$ cat config.mk
export PLATFORM = sky130hd
export DESIGN_NAME = fetch_ctrl
export DESIGN_NICKNAME = d
export VERILOG_FILES = /design/src/rtl/fetch_pkg.sv /design/src/rtl/branch_lut.sv /design/src/rtl/fetch_ctrl.sv
export SDC_FILE = /design/constraint.sdc
export NUM_CORES = 1
export LEC_CHECK = 0
export BUFFER_PORTS_ARGS = -buffer_cell sky130_fd_sc_hd__buf_2
export CAP_MARGIN = 5
export CORE_MARGIN = 2
export CORE_UTILIZATION = 45
export CTS_BUF_LIST = sky130_fd_sc_hd__clkbuf_4
export CTS_CLUSTER_DIAMETER = 50
export DETAILED_ROUTE_END_ITERATION = 8
export GPL_TIMING_DRIVEN = 0
export PLACE_DENSITY_LB_ADDON = 0.25
export SLEW_MARGIN = 10
export SYNTH_ARGS = -nofsm -noshare
export SYNTH_HDL_FRONTEND = slang
export SYNTH_HIERARCHICAL = 1
export SYNTH_SLANG_ARGS = --single-unit
$ cat constraint.sdc
create_clock -name clk -period 3 [get_ports clk]
set_input_delay 0.3 -clock clk [delete_from_list [all_inputs] [get_ports clk]]
set_output_delay 0.3 -clock clk [all_outputs]
set_load 0.005 [all_outputs]
$ cat src/rtl/fetch_pkg.sv
// Shared types and defaults for the fetch/PC sequencing stage.
package fetch_pkg;

  localparam int unsigned PW_DEF = 10;
  localparam int unsigned LW_DEF = 5;
  localparam logic [15:0] CNT_MAX = 16'hFFFF;

  typedef enum logic [1:0] {
    IDLE = 2'd0,
    RUN  = 2'd1,
    HALT = 2'd2
  } fetch_state_t;

endpackage

$ cat src/rtl/branch_lut.sv
// Branch target ROM indexed by the instruction operand field.
// Entries are fixed constants; relative entries are two's-complement offsets.
module branch_lut #(
  parameter int unsigned PW = 10,
  parameter int unsigned LW = 5
) (
  input  logic [LW-1:0] lut_idx,
  output logic [PW-1:0] target
);

  always_comb begin
    target = '0;
    case (lut_idx)
      LW'(0):  target = PW'(32'h100);
      LW'(1):  target = PW'(32'h020);
      LW'(2):  target = PW'(-2);
      LW'(3):  target = PW'(32'h040);
      LW'(4):  target = PW'(32'h004);
      LW'(5):  target = PW'(32'h200);
      LW'(6):  target = PW'(-1);
      LW'(7):  target = PW'(-4);
      LW'(8):  target = PW'(32'h080);
      LW'(9):  target = PW'(8);
      default: target = '0;
    endcase
  end

endmodule

$ cat src/rtl/fetch_ctrl.sv
// Program counter, start/halt sequencing and retired-instruction counter.
module fetch_ctrl
  import fetch_pkg::*;
#(
  parameter int unsigned PW = PW_DEF,
  parameter int unsigned LW = LW_DEF
) (
  input  logic          clk,
  input  logic          reset,
  input  logic          start,
  input  logic          stall,
  input  logic          halt_req,
  input  logic          br_en,
  input  logic          br_cond,
  input  logic          rel_mode,
  input  logic [LW-1:0] lut_idx,
  output logic [PW-1:0] pc,
  output logic          running,
  output logic          done,
  output logic [15:0]   instr_cnt
);

  fetch_state_t  state_q, state_d;
  logic [PW-1:0] pc_q, pc_d;
  logic [15:0]   cnt_q, cnt_d;
  logic [15:0]   cnt_inc;
  logic [PW-1:0] lut_target;

  branch_lut #(
    .PW (PW),
    .LW (LW)
  ) u_branch_lut (
    .lut_idx (lut_idx),
    .target  (lut_target)
  );

  // Saturating increment: the counter sticks at its maximum.
  assign cnt_inc = (cnt_q == CNT_MAX) ? cnt_q : cnt_q + 16'd1;

  always_comb begin
    state_d = state_q;
    pc_d    = pc_q;
    cnt_d   = cnt_q;
    case (state_q)
      IDLE: begin
        pc_d = '0;
        if (start) begin
          state_d = RUN;
          cnt_d   = '0;
        end
      end
      RUN: begin
        if (!stall) begin
          cnt_d = cnt_inc;
          if (halt_req) begin
            state_d = HALT;
          end else if (br_en && br_cond) begin
            pc_d = rel_mode ? pc_q + lut_target : lut_target;
          end else begin
            pc_d = pc_q + PW'(1);
          end
        end
      end
      HALT: begin
        if (start) begin
          state_d = RUN;
          pc_d    = '0;
          cnt_d   = '0;
        end
      end
      default: begin
        state_d = IDLE;
        pc_d    = '0;
      end
    endcase
  end

  always_ff @(posedge clk) begin
    if (reset) begin
      state_q <= IDLE;
      pc_q    <= '0;
      cnt_q   <= '0;
    end else begin
      state_q <= state_d;
      pc_q    <= pc_d;
      cnt_q   <= cnt_d;
    end
  end

  assign pc        = pc_q;
  assign instr_cnt = cnt_q;
  assign running   = (state_q == RUN);
  assign done      = (state_q == HALT);

endmodule

Yosys cells after proc, flatten, opt, wreduce, memory -nomap -nowiden

Memory sizes are Yosys's and may differ from the RTL's.
Cells that the tools add are included.

Flip-flop bits (word level): 28
Memory bits (read-only): 160
Logic and storage cells: 38
Memories kept: 1

$add $sub $neg: 3
Eq/ne operators: 9
Mux-type cells: 15
Reductions and logical operators: 7

Memory list:

| memory          | words | bits a word | read ports | clocked after Yosys merged registers in | wr ports | line             | source |
|---|---|---|---|---|---|---|---|
| (no name shown) | 16    | 10          | 1          | 0                                       | 0        | branch_lut.sv:13 | `case (lut_idx)` |

Operators by type and width:

| operator                                                                 | number |
|---|---|
| 10-bit 2-to-1 mux                                                        | 6 |
| 16-bit 2-to-1 mux                                                        | 3 |
| 16-bit case mux with 2 select lines                                      | 1 |
| 10-bit case mux with 2 select lines                                      | 1 |
| 16-bit by 1-bit adder with 16-bit output (second input constant)         | 1 |
| 16-bit equality test (second input constant)                             | 1 |
| 10-bit by 1-bit adder with 10-bit output (second input constant)         | 1 |
| 10-bit adder                                                             | 1 |
| 2-bit inequality test (second input constant)                            | 5 |
| 2-bit 2-to-1 mux                                                         | 3 |
| 3-bit AND reduction                                                      | 2 |
| 2-bit case mux with 2 select lines                                       | 1 |
| 4-bit AND reduction                                                      | 1 |
| 2-bit by 1-bit equality test with 1-bit output (second input constant)   | 1 |
| 2-bit equality test (second input constant)                              | 1 |
| 2-bit logical NOT                                                        | 1 |
| 2-bit by 1-bit inequality test with 1-bit output (second input constant) | 1 |
| 2-bit nonzero test                                                       | 1 |
| 2-bit OR reduction                                                       | 1 |
| 1-bit logical AND                                                        | 1 |

Longest topological paths before layout

An unclocked memory read counts as a cell.

Word-level depth: 8
Mapped depth: 12
Gate-level depth less buffers: 12

Hierarchy

The synthesis kept the hierarchy.

Modules (own cells, without submodules):

| module     | instances | cells an instance | area an instance (sq um) | seq. area each (sq um) |
|---|---|---|---|---|
| fetch_ctrl | 1         | 282               | 2128.3                   | 560.5 |
| branch_lut | 1         | 28                | 214.0                    | 0.0 |

Worst setup path after synthesis

No wires, ideal clock.

Path type: input to register
Start: input lut_idx[0]
End: register pc_q[4] (netlist: pc[4])
Library setup time: 0.069 ns
Data arrival time: 2.419 ns
Data required time: 2.931 ns
Setup slack: 0.513 ns
Stages: 11
Buffers on the path: 0
Cell sequence: inv_1 -> ha_1 -> nor2_1 -> a2111oi_1 -> ha_1 -> nor2b_1 -> o21ai_0 -> a21boi_0 -> o311ai_1 -> a31oi_1 -> o21ai_1

Cells in the longest elaborated chain, start to end: 8

RTL lines:

| element                             | line             | source |
|---|---|---|
| from (decl)                         | fetch_ctrl.sv:16 | `input logic [LW-1:0] lut_idx,` |
| memory 16 x 10 bit                  | --               |  |
| 10-bit 2-to-1 mux                   | branch_lut.sv:13 |  |
| via lut_target[2]                   | fetch_ctrl.sv:27 | `logic [PW-1:0] lut_target;` |
| 10-bit adder                        | fetch_ctrl.sv:58 | `pc_d = rel_mode ? pc_q + lut_target : lut_target;` |
| 10-bit 2-to-1 mux                   | fetch_ctrl.sv:58 |  |
| 10-bit 2-to-1 mux                   | fetch_ctrl.sv:57 | `end else if (br_en && br_cond) begin` |
| 10-bit 2-to-1 mux                   | fetch_ctrl.sv:55 | `if (halt_req) begin` |
| 10-bit 2-to-1 mux                   | fetch_ctrl.sv:53 | `if (!stall) begin` |
| 10-bit case mux with 2 select lines | fetch_ctrl.sv:44 | `case (state_q)` |
| to (signal assigned)                | fetch_ctrl.sv:85 | `pc_q <= pc_d;` |
| to (decl)                           | fetch_ctrl.sv:24 | `logic [PW-1:0] pc_q, pc_d;` |

The timed path passes the listed nets, and every way through them passes these cells. The select of a mux whose other input is x is not followed.
A chain may end at the register's enable or synchronous reset.

Worst setup path in the final report

Ends and elaborated chain as after synthesis.

==> out/results.txt <==
R2r setup slk -> 0.65 ns
Clock skew -> 0.00666 ns
Pleak -> 1.05 nW
Chip Height -> 76.1 microns
Req. time, crit path -> 3.29 ns
Endpoints failing setup -> 0
GP Congestion -> 0.883
Mean post-synth cell area -> 7.56 sq um
Hold path start -> halt_req
Post-synthesis mux area share -> 0.0256
CP Data Arrival Time -> 2.97 ns
Slew HR -> 0.577
GRT Overall Usage -> 0.207
Total wire length -> 5750 microns
Cells after Synth -> 310
Seq cells post-synth -> 28
Via count -> 2391
IO Pins -> 41
Post-route ant nets -> 0
Post-CTS Hold Buffers -> 0
Post-CTS Setup Inserts -> 0
Synth top area cells -> dfxtp_1 24%, ha_1 8.0%, nand2_1 5.3%
Reg area -> 561 sq um
H-Tree Level Count -> 1
First drt pass iteration count -> 5
Max cap viols -> 0
Setup TNS after final layout -> 0 ns
Worst hold path type -> in2reg
Placed Cells -> 419
Fin. Hold Viols -> 0
Die area -> 5800 sq um
Die width -> 76.1 microns
Tmin final -> 2.68 ns
Simple-Gate Fraction of Synth Area -> 0.329
Pre-CTS WS -> -0.114 ns
Number of remaining DRC errors -> 0
CP max FO -> 5
Worst setup EP type -> flip-flop
Most frequent cell after synthesis -> nand2_1
CTS tree -> built
Mapped Nets -> 339
Root buf cell -> clkbuf_4
Clk slew on worst S/H paths -> 0.16 ns
HPWL after detailed placement -> 4430 microns
Critical path class -> in2reg
# rows -> 26
Status -> completed
Routed len/inst -> 13.6 microns
Startpoint Class -> primary input
Post-synth EDFFs -> 0
Grt total ovfl -> 0
Cell area after layout -> 2680 sq um
Clock latency at the later pin of the worst-skew pair -> 0.34 ns
XOR/XNOR Fraction of Synth Area -> 0.0524
Fillers -> 550
Yosys top cell area share -> 0.239
Num CTS Buffers -> 3
Cell Count, Final, Fillers Out -> 423
Initial core utilization -> 0.462
Area of the multi-input gates -> 1690 sq um
Ys async rst share -> 0
RSZ-0062 raised after global routing -> no
IO buf count -> 39
Share of cells above drive strength 1 -> 0.167
Placed instance area -> 2630 sq um
R2R Path Start -> pc[0]
Initial antenna violation count -> 0
Ys Warns -> 6
Post-synthesis compound-gate area fraction -> 0.223
Most frequent cells after synthesis -> 33 x nand2_1, 32 x nor2_1, 28 x dfxtp_1, 22 x o21ai_0, 19 x a21oi_1
Fin Hold WS -> 0.215 ns
P&R area growth vs syn -> 14.5%
Adder-Cell Fraction of Synth Area -> 0.0887
Deepest clock path buffer count -> 2
N_diodes -> 0
Vias/cell -> 5.65
Final setup margin -> 0.319 ns
Synthesized area -> 2340 sq um
CP Launch Point -> lut_idx[0]
Largest family of logic cells by synthesized area -> simple AND/OR/NAND/NOR gates
Top cell type by total area after synthesis -> dfxtp_1
Largest net degree at the start of global routing -> 17
Seq/Total Area, Yosys -> 0.239
Worst IR drop on VDD -> 0.155 mV
Final nets -> 383
Core Footprint -> 5070 sq um
Max Clock Freq -> 0.373 GHz
CTS sink cnt -> 28
Period Utilization, post-route -> 0.894
Max Transition Viols Final -> 0
Vias in the first global route -> 2155
Power per cell area -> 281 nW/um^2
Synth Flop Type -> dfxtp_1
Distinct cells, synth -> 60
First-pass GRT wire length -> 10100 microns
Slew @ Worst Pin -> 0.618 ns
Drt initial violations -> 123
==> worst max-delay path, stage by stage <==
cell,delay [ns]
buf_2,0.13
inv_1,0.08
ha_1,0.23
nor2_1,0.08
a2111oi_2,0.44
ha_1,0.34
nor2b_1,0.15
o21ai_0,0.32
a21boi_0,0.16
o311ai_1,0.45
a31oi_1,0.14
o21ai_1,0.13
==> final cells by class <==
type / count / area share
multi-input cells: 259 / 0.629
flip-flops and latches: 28 / 0.209
repair buffers: 39 / 0.0728
well taps: 70 / 0.0326
inverters: 16 / 0.0224
plain buffers: 7 / 0.0145
clock inverters: 1 / 0.0112
clock buffers: 3 / 0.00840
==> cells by family after synthesis <==
logic type               after synthesis
AO/OA/AOI/OAI                         79
multiplexers                           6
flip-flops                            28
buffers and inverters                 23
XOR/XNOR                              14
adder cells (fa/ha/maj)               16
AND/OR/NAND/NOR                      144
==> layer usage <==
metal	GRT usage	share of wire
met5	0	0
met4	0.0600	0.014
met3	0.0237	0.052
met2	0.332	0.43
met1	0.294	0.50
==> sequential cells by signal, summed over array words and instances (netlist names) <==
signal	flops
instr_cnt	16
pc	10
state_q	2
==> worst paths after layout <==
check                 end  cells after the start
max                 pc[4]                     12
min            state_q[1]                      3
max reg2reg         pc[4]                      9
min reg2reg  instr_cnt[0]                      2
==> power breakdown <==
| part | internal, mW | total, mW | switching [mW] |
|---|---|---|---|
| registers | 0.375 | 0.380 | 0.00459 |
| logic | 0.0442 | 0.118 | 0.0737 |
| clock network | 0.135 | 0.256 | 0.121 |
==> cells in the final DEF, fill, tap and decap left out, drive strengths merged, types with 9 or more instances in the layout <==
| cell type | synthesis | layout |
|---|---|---|
| dfxtp | 28 | 28 |
| a21oi | 19 | 19 |
| nand2 | 33 | 33 |
| inv | 16 | 16 |
| nor2 | 34 | 34 |
| nand3 | 14 | 14 |
| nor3 | 12 | 12 |
| o21ai | 26 | 26 |
| buf | 4 | 43 |
| xnor2 | 9 | 9 |
| ha | 15 | 15 |
==> timing repair <==
| action | in CTS | in global routing |
|---|---|---|
| hold endpoints to repair | 0 | 0 |
| resized for setup | 0 | 1 |
| setup endpoints to repair | 0 | 2 |
==> through the flow <==
stage	power, mW	util
floorplan	0.465	-
global placement	0.502	0.517
detailed placement	0.504	0.517
CTS	0.763	0.528
global route	0.795	0.529
finish	0.754	0.529
Power figures use the tool's default switching activity.
